`src/rtl/mic_capture_ctrl_if.sv`:
```
`default_nettype none
// +----------------------------------------------------------------------------+
// | Module   : mic_capture_ctrl_if                                             |
// | Brief    : Framed sample stream from the mic capture block (valid/ready).  |
// | Revision : 1.0                                                             |
// +----------------------------------------------------------------------------+
interface mic_capture_ctrl_if #(
  parameter int SAMPLE_WIDTH = 24
) ();
  logic [SAMPLE_WIDTH-1:0] sample_out;
  logic                    frame_start_out;
  logic                    frame_end_out;
  logic                    valid_out;
  logic                    ready_in;

  modport master (
    output sample_out,
    output frame_start_out,
    output frame_end_out,
    output valid_out,
    input  ready_in
  );

  modport slave (
    input  sample_out,
    input  frame_start_out,
    input  frame_end_out,
    input  valid_out,
    output ready_in
  );
endinterface
`default_nettype wire

```
`src/rtl/mic_capture_ctrl.sv`:
```
`default_nettype none
// +----------------------------------------------------------------------------+
// | Module   : mic_capture_ctrl                                                |
// | Brief    : I2S mic sequencing, wake-up discard, framing and output FIFO.   |
// | Revision : 1.0                                                             |
// +----------------------------------------------------------------------------+
module mic_capture_ctrl #(
  parameter int SAMPLE_WIDTH = 24,
  parameter int FRAME_LEN    = 256,
  parameter int WAKE_SAMPLES = 1024,
  parameter int FIFO_DEPTH   = 8
) (
  input  wire logic                    clk_in,
  input  wire logic                    rst_in,
  input  wire logic                    start_in,
  input  wire logic                    stop_in,
  input  wire logic [SAMPLE_WIDTH-1:0] sample_in,
  input  wire logic                    sample_valid_in,
  output logic                         mic_en_out,
  output logic                         busy_out,
  output logic                         overflow_out,
  output logic [15:0]                  drop_count_out,
  mic_capture_ctrl_if.master           out_if
);

  localparam int c_ptr_w  = $clog2(FIFO_DEPTH);
  localparam int c_pos_w  = $clog2(FRAME_LEN);
  localparam int c_wake_w = (WAKE_SAMPLES > 1) ? $clog2(WAKE_SAMPLES) : 1;
  localparam int c_ent_w  = SAMPLE_WIDTH + 2;

  typedef enum logic [1:0] {
    S_IDLE    = 2'd0,
    S_WAKEUP  = 2'd1,
    S_CAPTURE = 2'd2,
    S_DRAIN   = 2'd3
  } state_t;

  state_t              r_state;
  state_t              w_state_nxt;
  logic [c_wake_w-1:0] r_wake_cnt;
  logic [c_pos_w-1:0]  r_frame_pos;
  logic                r_stop_pend;
  logic                r_overflow;
  logic [15:0]         r_drop_count;
  logic [c_ent_w-1:0]  r_mem [FIFO_DEPTH];
  logic [c_ptr_w:0]    r_wr_ptr;
  logic [c_ptr_w:0]    r_rd_ptr;

  logic               w_arm;
  logic               w_wake_inc;
  logic               w_push_req;
  logic               w_push;
  logic               w_pop;
  logic               w_drop;
  logic               w_empty;
  logic               w_full;
  logic               w_pos_zero;
  logic               w_pos_last;
  logic               w_wake_last;
  logic [c_ptr_w:0]   w_count;
  logic [c_ent_w-1:0] w_head;

  assign w_pos_zero  = (r_frame_pos == '0);
  assign w_pos_last  = (r_frame_pos == c_pos_w'(FRAME_LEN - 1));
  assign w_wake_last = (r_wake_cnt == c_wake_w'(WAKE_SAMPLES - 1));

  always_ff @(posedge clk_in) begin
    if (rst_in) r_state <= S_IDLE;
    else        r_state <= w_state_nxt;
  end

  always_comb begin
    w_state_nxt = r_state;
    w_arm       = 1'b0;
    w_wake_inc  = 1'b0;
    w_push_req  = 1'b0;
    case (r_state)
      S_IDLE: begin
        if (start_in && !stop_in) begin
          w_state_nxt = S_WAKEUP;
          w_arm       = 1'b1;
        end
      end
      S_WAKEUP: begin
        if (stop_in) begin
          w_state_nxt = S_IDLE;
        end else if (sample_valid_in) begin
          if (w_wake_last) w_state_nxt = S_CAPTURE;
          else             w_wake_inc  = 1'b1;
        end
      end
      S_CAPTURE: begin
        // Leaving only on a frame boundary keeps every delivered frame whole in time.
        if (w_pos_zero && (r_stop_pend || stop_in)) w_state_nxt = S_DRAIN;
        else if (sample_valid_in)                   w_push_req  = 1'b1;
      end
      S_DRAIN: begin
        if (w_empty) w_state_nxt = S_IDLE;
      end
      default: w_state_nxt = S_IDLE;
    endcase
  end

  always_ff @(posedge clk_in) begin
    if (rst_in) begin
      r_wake_cnt   <= '0;
      r_frame_pos  <= '0;
      r_stop_pend  <= 1'b0;
      r_overflow   <= 1'b0;
      r_drop_count <= '0;
    end else if (w_arm) begin
      r_wake_cnt   <= '0;
      r_frame_pos  <= '0;
      r_stop_pend  <= 1'b0;
      r_overflow   <= 1'b0;
      r_drop_count <= '0;
    end else begin
      if (w_wake_inc) r_wake_cnt <= r_wake_cnt + 1'b1;
      // Position advances even for dropped samples so frames stay time-aligned.
      if (w_push_req) r_frame_pos <= w_pos_last ? '0 : r_frame_pos + 1'b1;
      if ((r_state == S_CAPTURE) && stop_in) r_stop_pend <= 1'b1;
      if (w_drop) begin
        r_overflow <= 1'b1;
        if (r_drop_count != 16'hFFFF) r_drop_count <= r_drop_count + 16'd1;
      end
    end
  end

  assign w_count = r_wr_ptr - r_rd_ptr;
  assign w_empty = (r_wr_ptr == r_rd_ptr);
  assign w_full  = (w_count == (c_ptr_w + 1)'(FIFO_DEPTH));
  assign w_pop   = !w_empty && out_if.ready_in;
  assign w_push  = w_push_req && (!w_full || w_pop);
  assign w_drop  = w_push_req && w_full && !w_pop;

  always_ff @(posedge clk_in) begin
    if (rst_in) begin
      r_wr_ptr <= '0;
      r_rd_ptr <= '0;
    end else begin
      if (w_push) r_wr_ptr <= r_wr_ptr + 1'b1;
      if (w_pop)  r_rd_ptr <= r_rd_ptr + 1'b1;
    end
  end

  always_ff @(posedge clk_in) begin
    if (w_push) r_mem[r_wr_ptr[c_ptr_w-1:0]] <= {w_pos_last, w_pos_zero, sample_in};
  end

  assign w_head = r_mem[r_rd_ptr[c_ptr_w-1:0]];

  // Storage is not reset, so the head is masked to zero whenever the FIFO is empty.
  assign out_if.valid_out       = !w_empty;
  assign out_if.sample_out      = w_empty ? '0   : w_head[SAMPLE_WIDTH-1:0];
  assign out_if.frame_start_out = w_empty ? 1'b0 : w_head[SAMPLE_WIDTH];
  assign out_if.frame_end_out   = w_empty ? 1'b0 : w_head[SAMPLE_WIDTH+1];

  assign mic_en_out     = (r_state == S_WAKEUP) || (r_state == S_CAPTURE);
  assign busy_out       = (r_state != S_IDLE);
  assign overflow_out   = r_overflow;
  assign drop_count_out = r_drop_count;

endmodule
`default_nettype wire

```
`src/flat_wrapper.sv`:
```
// flat-port wrapper written by rule: the top's interface ports become plain ports
module mic_capture_ctrl_flat 
#(
  parameter int SAMPLE_WIDTH = 24,
  parameter int FRAME_LEN    = 256,
  parameter int WAKE_SAMPLES = 1024,
  parameter int FIFO_DEPTH   = 8
)
  (clk_in, rst_in, start_in, stop_in, sample_in, sample_valid_in, mic_en_out, busy_out, overflow_out, drop_count_out, out_if_sample_out, out_if_frame_start_out, out_if_frame_end_out, out_if_valid_out, out_if_ready_in);
  mic_capture_ctrl_if #(.SAMPLE_WIDTH(SAMPLE_WIDTH)) out_if_i ();
  input  wire logic clk_in;
  input  wire logic rst_in;
  input  wire logic start_in;
  input  wire logic stop_in;
  input  wire logic [SAMPLE_WIDTH-1:0] sample_in;
  input  wire logic sample_valid_in;
  output logic mic_en_out;
  output logic busy_out;
  output logic overflow_out;
  output logic [15:0] drop_count_out;
  output wire logic [$bits(out_if_i.sample_out)-1:0] out_if_sample_out;
  output wire logic [$bits(out_if_i.frame_start_out)-1:0] out_if_frame_start_out;
  output wire logic [$bits(out_if_i.frame_end_out)-1:0] out_if_frame_end_out;
  output wire logic [$bits(out_if_i.valid_out)-1:0] out_if_valid_out;
  input wire logic [$bits(out_if_i.ready_in)-1:0] out_if_ready_in;
  assign out_if_sample_out = out_if_i.sample_out;
  assign out_if_frame_start_out = out_if_i.frame_start_out;
  assign out_if_frame_end_out = out_if_i.frame_end_out;
  assign out_if_valid_out = out_if_i.valid_out;
  assign out_if_i.ready_in = out_if_ready_in;
  mic_capture_ctrl #(.SAMPLE_WIDTH(SAMPLE_WIDTH), .FRAME_LEN(FRAME_LEN), .WAKE_SAMPLES(WAKE_SAMPLES), .FIFO_DEPTH(FIFO_DEPTH)) u_core (.clk_in(clk_in), .rst_in(rst_in), .start_in(start_in), .stop_in(stop_in), .sample_in(sample_in), .sample_valid_in(sample_valid_in), .mic_en_out(mic_en_out), .busy_out(busy_out), .overflow_out(overflow_out), .drop_count_out(drop_count_out), .out_if(out_if_i));
endmodule
```
`config.mk`:
```
export PLATFORM = sky130hd
export DESIGN_NAME = mic_capture_ctrl_flat
export DESIGN_NICKNAME = d
export VERILOG_FILES = /design/src/rtl/mic_capture_ctrl_if.sv /design/src/rtl/mic_capture_ctrl.sv /design/src/flat_wrapper.sv
export SDC_FILE = /design/constraint.sdc
export NUM_CORES = 1
export LEC_CHECK = 0
export BUFFER_PORTS_ARGS = -buffer_cell sky130_fd_sc_hd__buf_2
export CORE_MARGIN = 2
export CORE_UTILIZATION = 50
export CTS_CLUSTER_DIAMETER = 40
export DETAILED_ROUTE_END_ITERATION = 10
export GPL_TIMING_DRIVEN = 0
export PLACE_DENSITY_LB_ADDON = 0.12
export SYNTH_ARGS = -nofsm -noshare
export SYNTH_HDL_FRONTEND = slang
export SYNTH_SLANG_ARGS = --single-unit
```
`constraint.sdc`:
```
create_clock -name clk_in -period 6.65 [get_ports clk_in]
set_input_delay 0.665 -clock clk_in [delete_from_list [all_inputs] [get_ports clk_in]]
set_output_delay 0.665 -clock clk_in [all_outputs]
set_load 0.02 [all_outputs]
```
==> implementation parameters, run 1 <==
Parameter                              Value

Outcome
  Outcome ... completed

Die
  Core Region ... 20,360 µm²
  Number of rows created at floorplan ... 52
  Number of top-level pins ... 76
  Initial core utilization ... 0.5130
  Die Outline Area ... 22,060 µm²
  Die W ... 148.5 µm
  Die height ... 148.5 µm

Setup path
  Highest fanout seen on the critical path ... 10
  Startpoint-to-endpoint class of the critical path ... register to output port
  Cell with the largest stage delay on the worst path ... sky130_fd_sc_hd__clkbuf_1
  Cell chain of the critical path ... inv_1 -> ha_1 -> and2_1 -> and3_1 -> buf_6 -> clkbuf_1 -> nor2_1 -> buf_2
  R2r setup slk ... 3.54 ns
  Startpoint kind of the worst setup timing path ... register
  WP data arrival ... 2.83 ns
  R2R depth ... 9
  Worst reg2reg startpoint ... u_core.r_wr_ptr[0]
  Delay contributed by the slowest stage of the critical path ... 0.50 ns
  Destination of the worst register-to-register timing path ... u_core.r_mem[4][0]
  Type of element capturing the critical path ... output port
  Worst path required time ... ~6 ns

Pwr
  Pwr per Cell Area ... 281.9 nW/µm²
  Power Internal ... 2.827 mW
  Switching Share ... 0.2024
  Share of total power in combinational logic ... 0.020
  Total net switching power ... 0.7171 mW
  Leakage power summed over all cells ... 4.196 nW
  Worst IR Drop VDD ... 0.1953 mV
  Proportion of power drawn by flip-flops and latches ... 0.491
  Clock network power share ... 0.489

Clock tree
  Library cell used as clock root buffer ... sky130_fd_sc_hd__clkbuf_16
  Clock buffers created by TritonCTS ... 35
  Number of setup buffers added after CTS ... 0
  TritonCTS clock tree ... yes
  Number of resized instances in the post-cts repair step ... 0
  Clock latency on the worst-skew pair ... 0.50 ns
  H-tree depth ... 2
  Hold buffer count at cts ... 0
  CTS max path bufs ... 3
  Sinks on Clock Net ... about 260
  Clock input transition at the sequential cells of the worst setup and hold paths ... approximately 0.050 ns

Placed design
  Quantity of I/O buffers inserted on ports ... 75
  Number of cells in the design after placement ... 1,006
  Final estimated routing congestion in global placement ... 0.8451
  Placed wire-length estimate after detailed placement ... around 15,000 µm

STA
  Number of max-slew violations in the final report ... 0
  Setup-violating endpoint count in the final report ... 0
  Worst slew pin tran ... 1.144 ns
  Hold violation total from the final report ... 0
  Final critical path time including I/O delays and setup ... 3.498 ns
  Final clock period utilization by the worst path ... 0.5261
  Worst max-slew margin expressed relative to the limit ... 0.2278
  Achievable Freq ... 0.2858 GHz
  Unrepaired setup endpoints after global routing ... no
  Largest clock skew in the final design ... 0.02506 ns

Layout
  Seq. cell area ... roughly 7200 µm²
  Utilization after layout ... 0.6172
  Final net count ... 816
  Fill cell total of the finished layout ... 1,481
  Non-Filler Instances ... 1,067
  Total area of multi-input combinational cells ... about 3100 µm²
  Layout cell share with drive strength beyond 1 ... 0.2961
  Layout overhead on the synthesized area ... 20.31%
  Count of antenna diodes in the layout ... 0

Min path
  Worst Min Path Start ... sample_in[19]
  Path class of the lowest-slack min-delay path ... input port to register
  Hold Path Cell Cnt ... 1
  Hold path endpoint ... u_core.r_mem[5][19]

Synthesis
  Top-area cell type share of the netlist area ... 0.5979
  Largest cells by area after synthesis ... sky130_fd_sc_hd__edfxtp_1 60%, sky130_fd_sc_hd__mux4_2 11%, sky130_fd_sc_hd__dfxtp_1 9.4%, sky130_fd_sc_hd__mux2i_1 2.7%, sky130_fd_sc_hd__nor2_1 2.1%
  Number of warnings reported in the yosys synthesis log ... 0
  Total nets after synthesis ... 675
  Async set or reset register ratio after synthesis ... 0
  Sequential element share of the synthesized area ... 0.6918
  Average size of a mapped cell ... 16.53 µm²
  FF+latch count, synth ... 257
  Most repeated cell in the gate-level netlist after synthesis ... sky130_fd_sc_hd__edfxtp_1
  Largest area contributor in the netlist ... sky130_fd_sc_hd__edfxtp_1
  Post-synth EDFFs ... about 210
  Post-Syn Instances ... 632
  Commonest cells in the netlist ... 208 x sky130_fd_sc_hd__edfxtp_1, 59 x sky130_fd_sc_hd__nor2_1, 52 x sky130_fd_sc_hd__mux4_2, 49 x sky130_fd_sc_hd__dfxtp_1, 28 x sky130_fd_sc_hd__mux2i_1
  Ys flop type ... sky130_fd_sc_hd__edfxtp_1
  Syn Std Cell Area ... 10,450 µm²
  Post-synthesis cell type count ... 56

Drt
  Count of vias placed by the detailed router ... just over 6,000
  Antenna Nets Post-Route ... 0
  Number of violations reported at the end of detailed-routing iteration 0 ... 270
  Detail-routed via count per cell ... 5.686
  Avg WL per Cell ... 20.08 µm
  Length of the first detailed-routing pass in iterations ... 8
  Wire length reported by the detailed router ... 21,430 µm
  DRC Markers ... 0

GRT
  Total congestion overflow ... 0
  Initial antenna violation count ... 1
  Wire length of the first global-routing pass ... 33,930 µm
  Vias in the first global route ... about 6,300
  Pin count of the biggest net entering global routing ... 14
  Global router's overall resource usage ... 0.2012

Flow run
  Total of max-cap violations ... 0
## cell families after synthesis
group                      Yosys count  share of synthesized area
and+or+nand+nor                    159                    0.07893
DFF                                257                     0.6918
muxes                               82                     0.1411
xor gates and xnor gates            19                    0.01593
AOI/OAI and AO/OA                   59                    0.03833
adders and majority gates           13                    0.01557
buffers and inverters               43                    0.01833
## area by class of cell
type                    instances  area share
flip-flops and latches        257      0.5750
multi-input cells             332      0.2446
clock buffers                  41     0.07227
repair buffers                104     0.05077
well taps                     270     0.02688
clock inverters                20     0.01523
plain buffers                  29     0.01105
inverters                      14    0.004181
## worst max-delay path, delay by kind of cell, from the launching register on
family                     cells  cell delay (ns)
DFF                            1             0.44
and+or+nand+nor                3             0.57
buffers and inverters          4             1.02
adders and majority gates      1             0.29
## per-stage QoR
stage	hold WS [ns]	area, µm²	TNS (ns)	worst slack (ns)	total power [mW]
3_5_place_dp	0.4685	11470	0	3.544	1.843
4_1_cts	0.4139	12570	0	3.130	3.584
5_1_grt	0.4244	12570	0	2.971	3.651
3_3_place_gp	0.4524	11160	-70.05	-1.099	1.838
6_report	0.4304	12570	0	3.152	3.544
2_1_floorplan	0.4377	10450	0	1.853	1.808
## placed cells by master (no fill, tap or decap), types with 5 or more instances in the layout
cell	count
sky130_fd_sc_hd__nand4_1	8
sky130_fd_sc_hd__clkbuf_1	23
sky130_fd_sc_hd__buf_4	17
sky130_fd_sc_hd__a21oi_1	24
sky130_fd_sc_hd__mux2i_1	28
sky130_fd_sc_hd__buf_2	81
sky130_fd_sc_hd__or3_1	12
sky130_fd_sc_hd__xor2_1	10
sky130_fd_sc_hd__nor2_1	59
sky130_fd_sc_hd__nand2_1	18
sky130_fd_sc_hd__xnor2_1	9
sky130_fd_sc_hd__or4_1	9
sky130_fd_sc_hd__clkinvlp_4	6
sky130_fd_sc_hd__edfxtp_1	208
sky130_fd_sc_hd__ha_1	13
sky130_fd_sc_hd__buf_6	15
sky130_fd_sc_hd__o31ai_1	12
sky130_fd_sc_hd__and3_1	5
sky130_fd_sc_hd__dfxtp_1	49
sky130_fd_sc_hd__clkbuf_16	35
sky130_fd_sc_hd__mux4_2	52
sky130_fd_sc_hd__nand3_1	13
sky130_fd_sc_hd__inv_1	13
sky130_fd_sc_hd__nand2b_1	5
## routing by layer
layer / vias up / track usage / wire, µm
li1: 2793 / - / -
met1: 3097 / 0.2678 / 9289
met2: 141 / 0.3421 / 10770
met3: 34 / 0.03804 / 932
met4: 2 / 0.05714 / 426
met5: - / 0 / 13
## how the worst max path moves through the flow
stage	from	endpoint	slack [ns]
after floorplan	u_core.r_rd_ptr[2]	u_core.r_wr_ptr[3]	1.85
after global placement	u_core.r_rd_ptr[2]	u_core.r_wr_ptr[3]	-1.10
after detailed placement	u_core.r_wr_ptr[0]	u_core.r_mem[1][6]	3.54
after CTS	u_core.r_wr_ptr[0]	out_if_sample_out[12]	3.13
after global routing	u_core.r_wr_ptr[0]	out_if_sample_out[21]	2.97
final	u_core.r_wr_ptr[0]	out_if_sample_out[12]	3.15
## flip-flops by register name, summed over array words and instances, names as in the netlist, named ones only
signal,cells
u_core.r_rd_ptr,4
u_core.drop_count_out,16
u_core.r_mem,208
u_core.overflow_out,1
u_core.r_state,1
u_core.r_wake_cnt,10
u_core.r_stop_pend,1
u_core.r_wr_ptr,4
u_core.r_frame_pos,8
## power by group through the flow
stage	clock network (mW)	logic, mW	registers, mW
2_1_floorplan	0	0.0354	1.77
3_3_place_gp	0	0.0663	1.77
3_5_place_dp	0	0.0710	1.77
4_1_cts	1.77	0.0715	1.74
5_1_grt	1.83	0.0790	1.74
6_report	1.73	0.0714	1.74
(Power assumes the default switching activity.)
==> inputs of run 2 (changes only) <==
Clock period 6.65 ns to 3.6 ns, I/O delays scaled along.
==> implementation parameters, run 2 (synthesis gave the netlist of run 1 again) <==
Parameter                              Value

Outcome
  Outcome ... completed

GRT
  Global router's overall resource usage ... 0.2034
  Wire length of the first global-routing pass ... roughly 34,000 µm
  Met1 track demand over resource in global routing ... 0.2697
  Pin count of the biggest net entering global routing ... 14
  GRT met3 Usage ... 0.03558
  Initial antenna violation count ... 0
  Vias in the first global route ... 6,300
  Met2 capacity usage during global routing ... 0.3428
  Busiest layer in global routing ... met2
  Total congestion overflow ... 0

Placed design
  Placed wire-length estimate after detailed placement ... 14,750 µm
  Final estimated routing congestion in global placement ... 0.8460
  Quantity of I/O buffers inserted on ports ... 75
  Post-place setup slack ... 0.1222 ns

Clock tree
  TritonCTS clock tree ... yes
  Library cell used as clock root buffer ... sky130_fd_sc_hd__clkbuf_16
  Clock input transition at the sequential cells of the worst setup and hold paths ... 0.06 ns
  CTS max path bufs ... 3
  Clock latency on the worst-skew pair ... 0.50 ns
  Sinks on Clock Net ... 257
  Number of resized instances in the post-cts repair step ... 0
  H-tree depth ... 2
  Number of setup buffers added after CTS ... 0
  Hold buffer count at cts ... 0
  Clock buffers created by TritonCTS ... 36

Setup path
  Cell chain of the critical path ... inv_1 -> ha_1 -> nand3b_1 -> and4_1 -> o211a_1 -> nand2b_1 -> nor4_2 -> buf_6 -> buf_4
  Startpoint-to-endpoint class of the critical path ... register to register
  Startpoint kind of the worst setup timing path ... register
  Worst path required time ... 3.80 ns
  Highest fanout seen on the critical path ... 7
  Cell with the largest stage delay on the worst path ... sky130_fd_sc_hd__nor4_2
  Cell type group with the largest total delay on the critical path ... simple AND/OR/NAND/NOR gates
  R2R depth ... 9
  Type of element capturing the critical path ... register
  Delay contributed by the slowest stage of the critical path ... 0.83 ns
  Worst Path Buf+Inv ... 3
  WP data arrival ... 3.69 ns
  Depth of the critical timing path with buffers and inverters included ... 9

Layout
  Max reg flops ... 208
  Layout cell share with drive strength beyond 1 ... 0.2843
  Final net count ... a little over 800
  Utilization after layout ... 0.6166
  Layout overhead on the synthesized area ... 20.21%
  Most frequent cells in the layout ... 208 x sky130_fd_sc_hd__edfxtp_1, 81 x sky130_fd_sc_hd__buf_2, 59 x sky130_fd_sc_hd__nor2_1, 52 x sky130_fd_sc_hd__mux4_2, 49 x sky130_fd_sc_hd__dfxtp_1
  Count of antenna diodes in the layout ... 0
  Leading cell type in the layout, fill and taps excluded ... sky130_fd_sc_hd__edfxtp_1

Pwr
  Leakage power summed over all cells ... 4.196 nW
  Final Power ... 6.560 mW
  Worst IR Drop VDD ... 0.4440 mV
  Pwr per Cell Area ... 522.4 nW/µm²

Die
  Die height ... 148.5 µm
  Number of top-level pins ... 76
  Die W ... between 100 and 150 µm
  Core Region ... 20,360 µm²
  Number of rows created at floorplan ... 52
  Initial core utilization ... 0.5130
  Die Outline Area ... 22,060 µm²

Drt
  Antenna Nets Post-Route ... 0
  Wire length reported by the detailed router ... 21,850 µm
  Length of the first detailed-routing pass in iterations ... 5
  Detail-routed via count per cell ... 5.698
  Count of vias placed by the detailed router ... 6,068
  DRC Markers ... 0
  Number of violations reported at the end of detailed-routing iteration 0 ... 395
  Avg WL per Cell ... 20.51 µm

Min path
  Hold Path Cell Cnt ... 1
  Path class of the lowest-slack min-delay path ... input port to register

STA
  Setup-violating endpoint count in the final report ... 0
  Achievable Freq ... around 0.29 GHz
  Worst setup slack after layout ... 0.1086 ns
  Hold violation total from the final report ... 0
  Unrepaired setup endpoints after global routing ... yes
  Worst max-slew margin expressed relative to the limit ... 0.2495
  Final clock period utilization by the worst path ... 0.9698
  Largest clock skew in the final design ... 0.01696 ns
  Hold_ws ... approximately 0.12 ns
  Worst slew pin tran ... around 1.1 ns
  Final critical path time including I/O delays and setup ... 3.491 ns
  Number of max-slew violations in the final report ... 0

Flow run
  Total of max-cap violations ... 0
## run 2: cell count changes in the layout (fill, tap and decap cells not counted), sizes merged
cell,change
buf,-3
clkbuf,+3
clkinv,+4
clkinvlp,-5
inv,-1
## run 2: final timing paths
path	start	to	slack, ns
setup / recovery	u_core.r_wr_ptr[0]	u_core.r_mem[0][6]	0.11
hold / removal	sample_in[20]	u_core.r_mem[4][20]	0.12
setup reg to reg	u_core.r_wr_ptr[0]	u_core.r_mem[0][6]	0.11
hold reg to reg	u_core.r_stop_pend	u_core.r_stop_pend	0.48
## run 2: layer usage
layer / part of all wire / up-vias
met2: 0.51 / 178
met1: 0.42 / 3073
met4: 0.022 / 0
li1: - / 2775
met3: 0.048 / 42
met5: 0 / -
## run 2: worst register-to-register path, delay by kind of cell, from the launching register on
kind / cells / cell delay (ns)
compound gates: 1 / 0.30
fa+ha+maj: 1 / 0.23
buf+inv: 3 / 0.64
flops: 1 / 0.45
simple gates: 4 / 1.59
## run 2: final cells by class
type	count	area (µm²)
Clock buffer	44	952.2
Multi-Input combinational cell	332	3083
Tap cell	270	337.8
Timing Repair Buffer	101	615.6
Buffer	29	138.9
Fill cell	1522	7807
Sequential cell	257	7227
Clock inverter	18	150.1
Inverter	14	52.55
## run 2: metrics by stage
step | instances | instance area (µm²) | TNS (ns)
after floorplan | 632 | 10450 | -117.88
after global placement | 977 | 11170 | -566.65
after detailed placement | 1003 | 11450 | 0
after CTS | 1065 | 12560 | 0
after global routing | 1065 | 12560 | -1.798
final | 1065 | 12560 | 0
## run 2: power breakdown
group          internal, mW  total [mW]  switching (mW)
Sequential             3.21        3.21         0.00400
Clock                  2.02        3.21            1.20
Combinational        0.0435       0.131          0.0871
==> inputs of run 3 (changes only) <==
Clock period 3.6 ns to 3 ns, I/O delays scaled along.
==> implementation parameters, run 3 (synthesis gave the netlist of run 1 again) <==
Parameter                              Value

Layout
  Layout overhead on the synthesized area ... 24.01%
  Fill cell total of the finished layout ... 1,478
  Layout cell share with drive strength beyond 1 ... 0.3154
  Most frequent cells in the layout ... 208 x sky130_fd_sc_hd__edfxtp_1, 77 x sky130_fd_sc_hd__buf_2, 59 x sky130_fd_sc_hd__nor2_1, 52 x sky130_fd_sc_hd__mux4_2, 47 x sky130_fd_sc_hd__dfxtp_1
  Max reg flops ... 208
  Final net count ... 814
  Leading cell type in the layout, fill and taps excluded ... sky130_fd_sc_hd__edfxtp_1
  Utilization after layout ... 0.6362

Die
  Core Region ... around 20,000 µm²
  Die height ... 148.5 µm
  Initial core utilization ... 0.5130
  Die Outline Area ... 22,060 µm²
  Number of top-level pins ... 76
  Die W ... around 150 µm
  Number of rows created at floorplan ... 52

Pwr
  Leakage power summed over all cells ... 4.355 nW
  Pwr per Cell Area ... 652.0 nW/µm²
  Final Power ... around 8.4 mW
  Worst IR Drop VDD ... 0.4691 mV

STA
  Final clock period utilization by the worst path ... 0.9595
  Unrepaired setup endpoints after global routing ... yes
  Final critical path time including I/O delays and setup ... 2.879 ns
  Achievable Freq ... 0.3474 GHz
  Worst slew pin tran ... 1.009 ns
  Largest clock skew in the final design ... 0.02139 ns
  Number of max-slew violations in the final report ... 0
  Worst max-slew margin expressed relative to the limit ... 0.3185
  Hold violation total from the final report ... 0
  Setup-violating endpoint count in the final report ... 0

Clock tree
  Sinks on Clock Net ... 257
  H-tree depth ... 2
  Hold buffer count at cts ... 0
  Clock input transition at the sequential cells of the worst setup and hold paths ... 0.06 ns
  CTS max path bufs ... 3
  TritonCTS clock tree ... yes
  Clock latency on the worst-skew pair ... 0.51 ns
  Clock buffers created by TritonCTS ... 37
  Library cell used as clock root buffer ... sky130_fd_sc_hd__clkbuf_16

Setup path
  R2R depth ... 10
  Destination of the worst register-to-register timing path ... u_core.r_mem[4][4]
  WP data arrival ... 2.58 ns
  Worst path required time ... between 2 and 3 ns
  Startpoint kind of the worst setup timing path ... register
  Type of element capturing the critical path ... output port
  Startpoint-to-endpoint class of the critical path ... register to output port
  Worst reg2reg startpoint ... u_core.r_rd_ptr[2]
  Critical path destination ... out_if_sample_out[19]
  Highest fanout seen on the critical path ... 10
  R2r setup slk ... 0.18 ns

Drt
  DRC Markers ... 0
  Detail-routed via count per cell ... 5.747
  Wire length reported by the detailed router ... approximately 22,000 µm
  Length of the first detailed-routing pass in iterations ... 5
  Count of vias placed by the detailed router ... 6,149
  Antenna Nets Post-Route ... 0
  Avg WL per Cell ... 20.28 µm
  Number of violations reported at the end of detailed-routing iteration 0 ... 410

Placed design
  Quantity of I/O buffers inserted on ports ... 75
  Placed wire-length estimate after detailed placement ... 14,330 µm
  Final estimated routing congestion in global placement ... 0.8397

GRT
  Initial antenna violation count ... 1
  Total congestion overflow ... 0
  Global router's overall resource usage ... 0.2017
  Vias in the first global route ... roughly 6,400
  Wire length of the first global-routing pass ... 34,040 µm
  Pin count of the biggest net entering global routing ... 19

Flow run
  Total of max-cap violations ... 0

Min path
  Path class of the lowest-slack min-delay path ... input port to register
  Worst Min Path Start ... sample_in[13]

Outcome
  Outcome ... completed
## run 3: cell types whose count changed in the layout (fill, tap and decap cells not counted), sizes merged
cell	delta
clkinv	+2
diode	+1
buf	-6
clkinvlp	+1
bufinv	+3
clkbuf	+1
inv	+3
## run 3: area by class of cell
| class | instances | area (µm²) | share of cell area |
|---|---|---|---|
| diodes | 1 | 2.502 | 0.0001932 |
| plain buffers | 28 | 155.1 | 0.01198 |
| clock buffers | 40 | 968.4 | 0.07475 |
| clock inverters | 27 | 329.1 | 0.02540 |
| inverters | 14 | 52.55 | 0.004056 |
| multi-input cells | 332 | 3144 | 0.2427 |
| flip-flops and latches | 257 | 7232 | 0.5582 |
| well taps | 270 | 337.8 | 0.02608 |
| repair buffers | 101 | 733.2 | 0.05660 |
## run 3: metrics by stage
stage	worst slack (ns)	hold WS [ns]	setup TNS [ns]	cell area, µm²	cells
floorplan	0.009639	0.3989	0	10570	632
finish	0.1214	0.05347	0	12950	1070
global route	-0.01865	0.05612	-0.01865	12950	1070
detailed placement	-0.1601	0.4638	-3.247	11580	996
CTS	0.001697	0.03310	0	12900	1065
global placement	-0.8827	0.4500	-125.55	11280	977
## run 3: worst max-delay path, stage by stage (launching register included)
cell and delay [ns]:
sky130_fd_sc_hd__dfxtp_1 0.30, sky130_fd_sc_hd__clkbuf_1 0.30, sky130_fd_sc_hd__clkbuf_1 0.64, sky130_fd_sc_hd__mux4_2 0.42
sky130_fd_sc_hd__mux2i_1 0.16, sky130_fd_sc_hd__nor2_1 0.08, sky130_fd_sc_hd__buf_2 0.16
## run 3: report_power, final
group | leakage (nW) | internal (mW) | switching (mW)
logic | 1.46 | 0.0527 | 0.106
registers | 2.27 | 3.85 | 0.00435
clock network | 0.628 | 2.82 | 1.62
## run 3: routing by layer
metal	global-route usage	part of all wire	vias to the layer above
li1	-	-	2796
met1	0.2673	0.42	3128
met4	0.06619	0.023	0
met3	0.03466	0.053	43
met5	0	0	-
met2	0.3426	0.51	182
## run 3: worst min path at each step
stage | endpoint | depth (start not counted)
2_1_floorplan | u_core.r_mem[0][0] | 0
3_3_place_gp | u_core.overflow_out | 2
3_5_place_dp | u_core.r_stop_pend | 2
4_1_cts | u_core.r_mem[1][18] | 1
5_1_grt | u_core.r_mem[3][6] | 1
6_report | u_core.r_mem[0][13] | 1
## run 3: what timing repair did
item | 4_1_cts | 5_1_grt
setup buffers | 3 | 4
pin swaps | 3 | 2
resized for setup | 1 | 17
endpoints found under the setup margin | 49 | 70
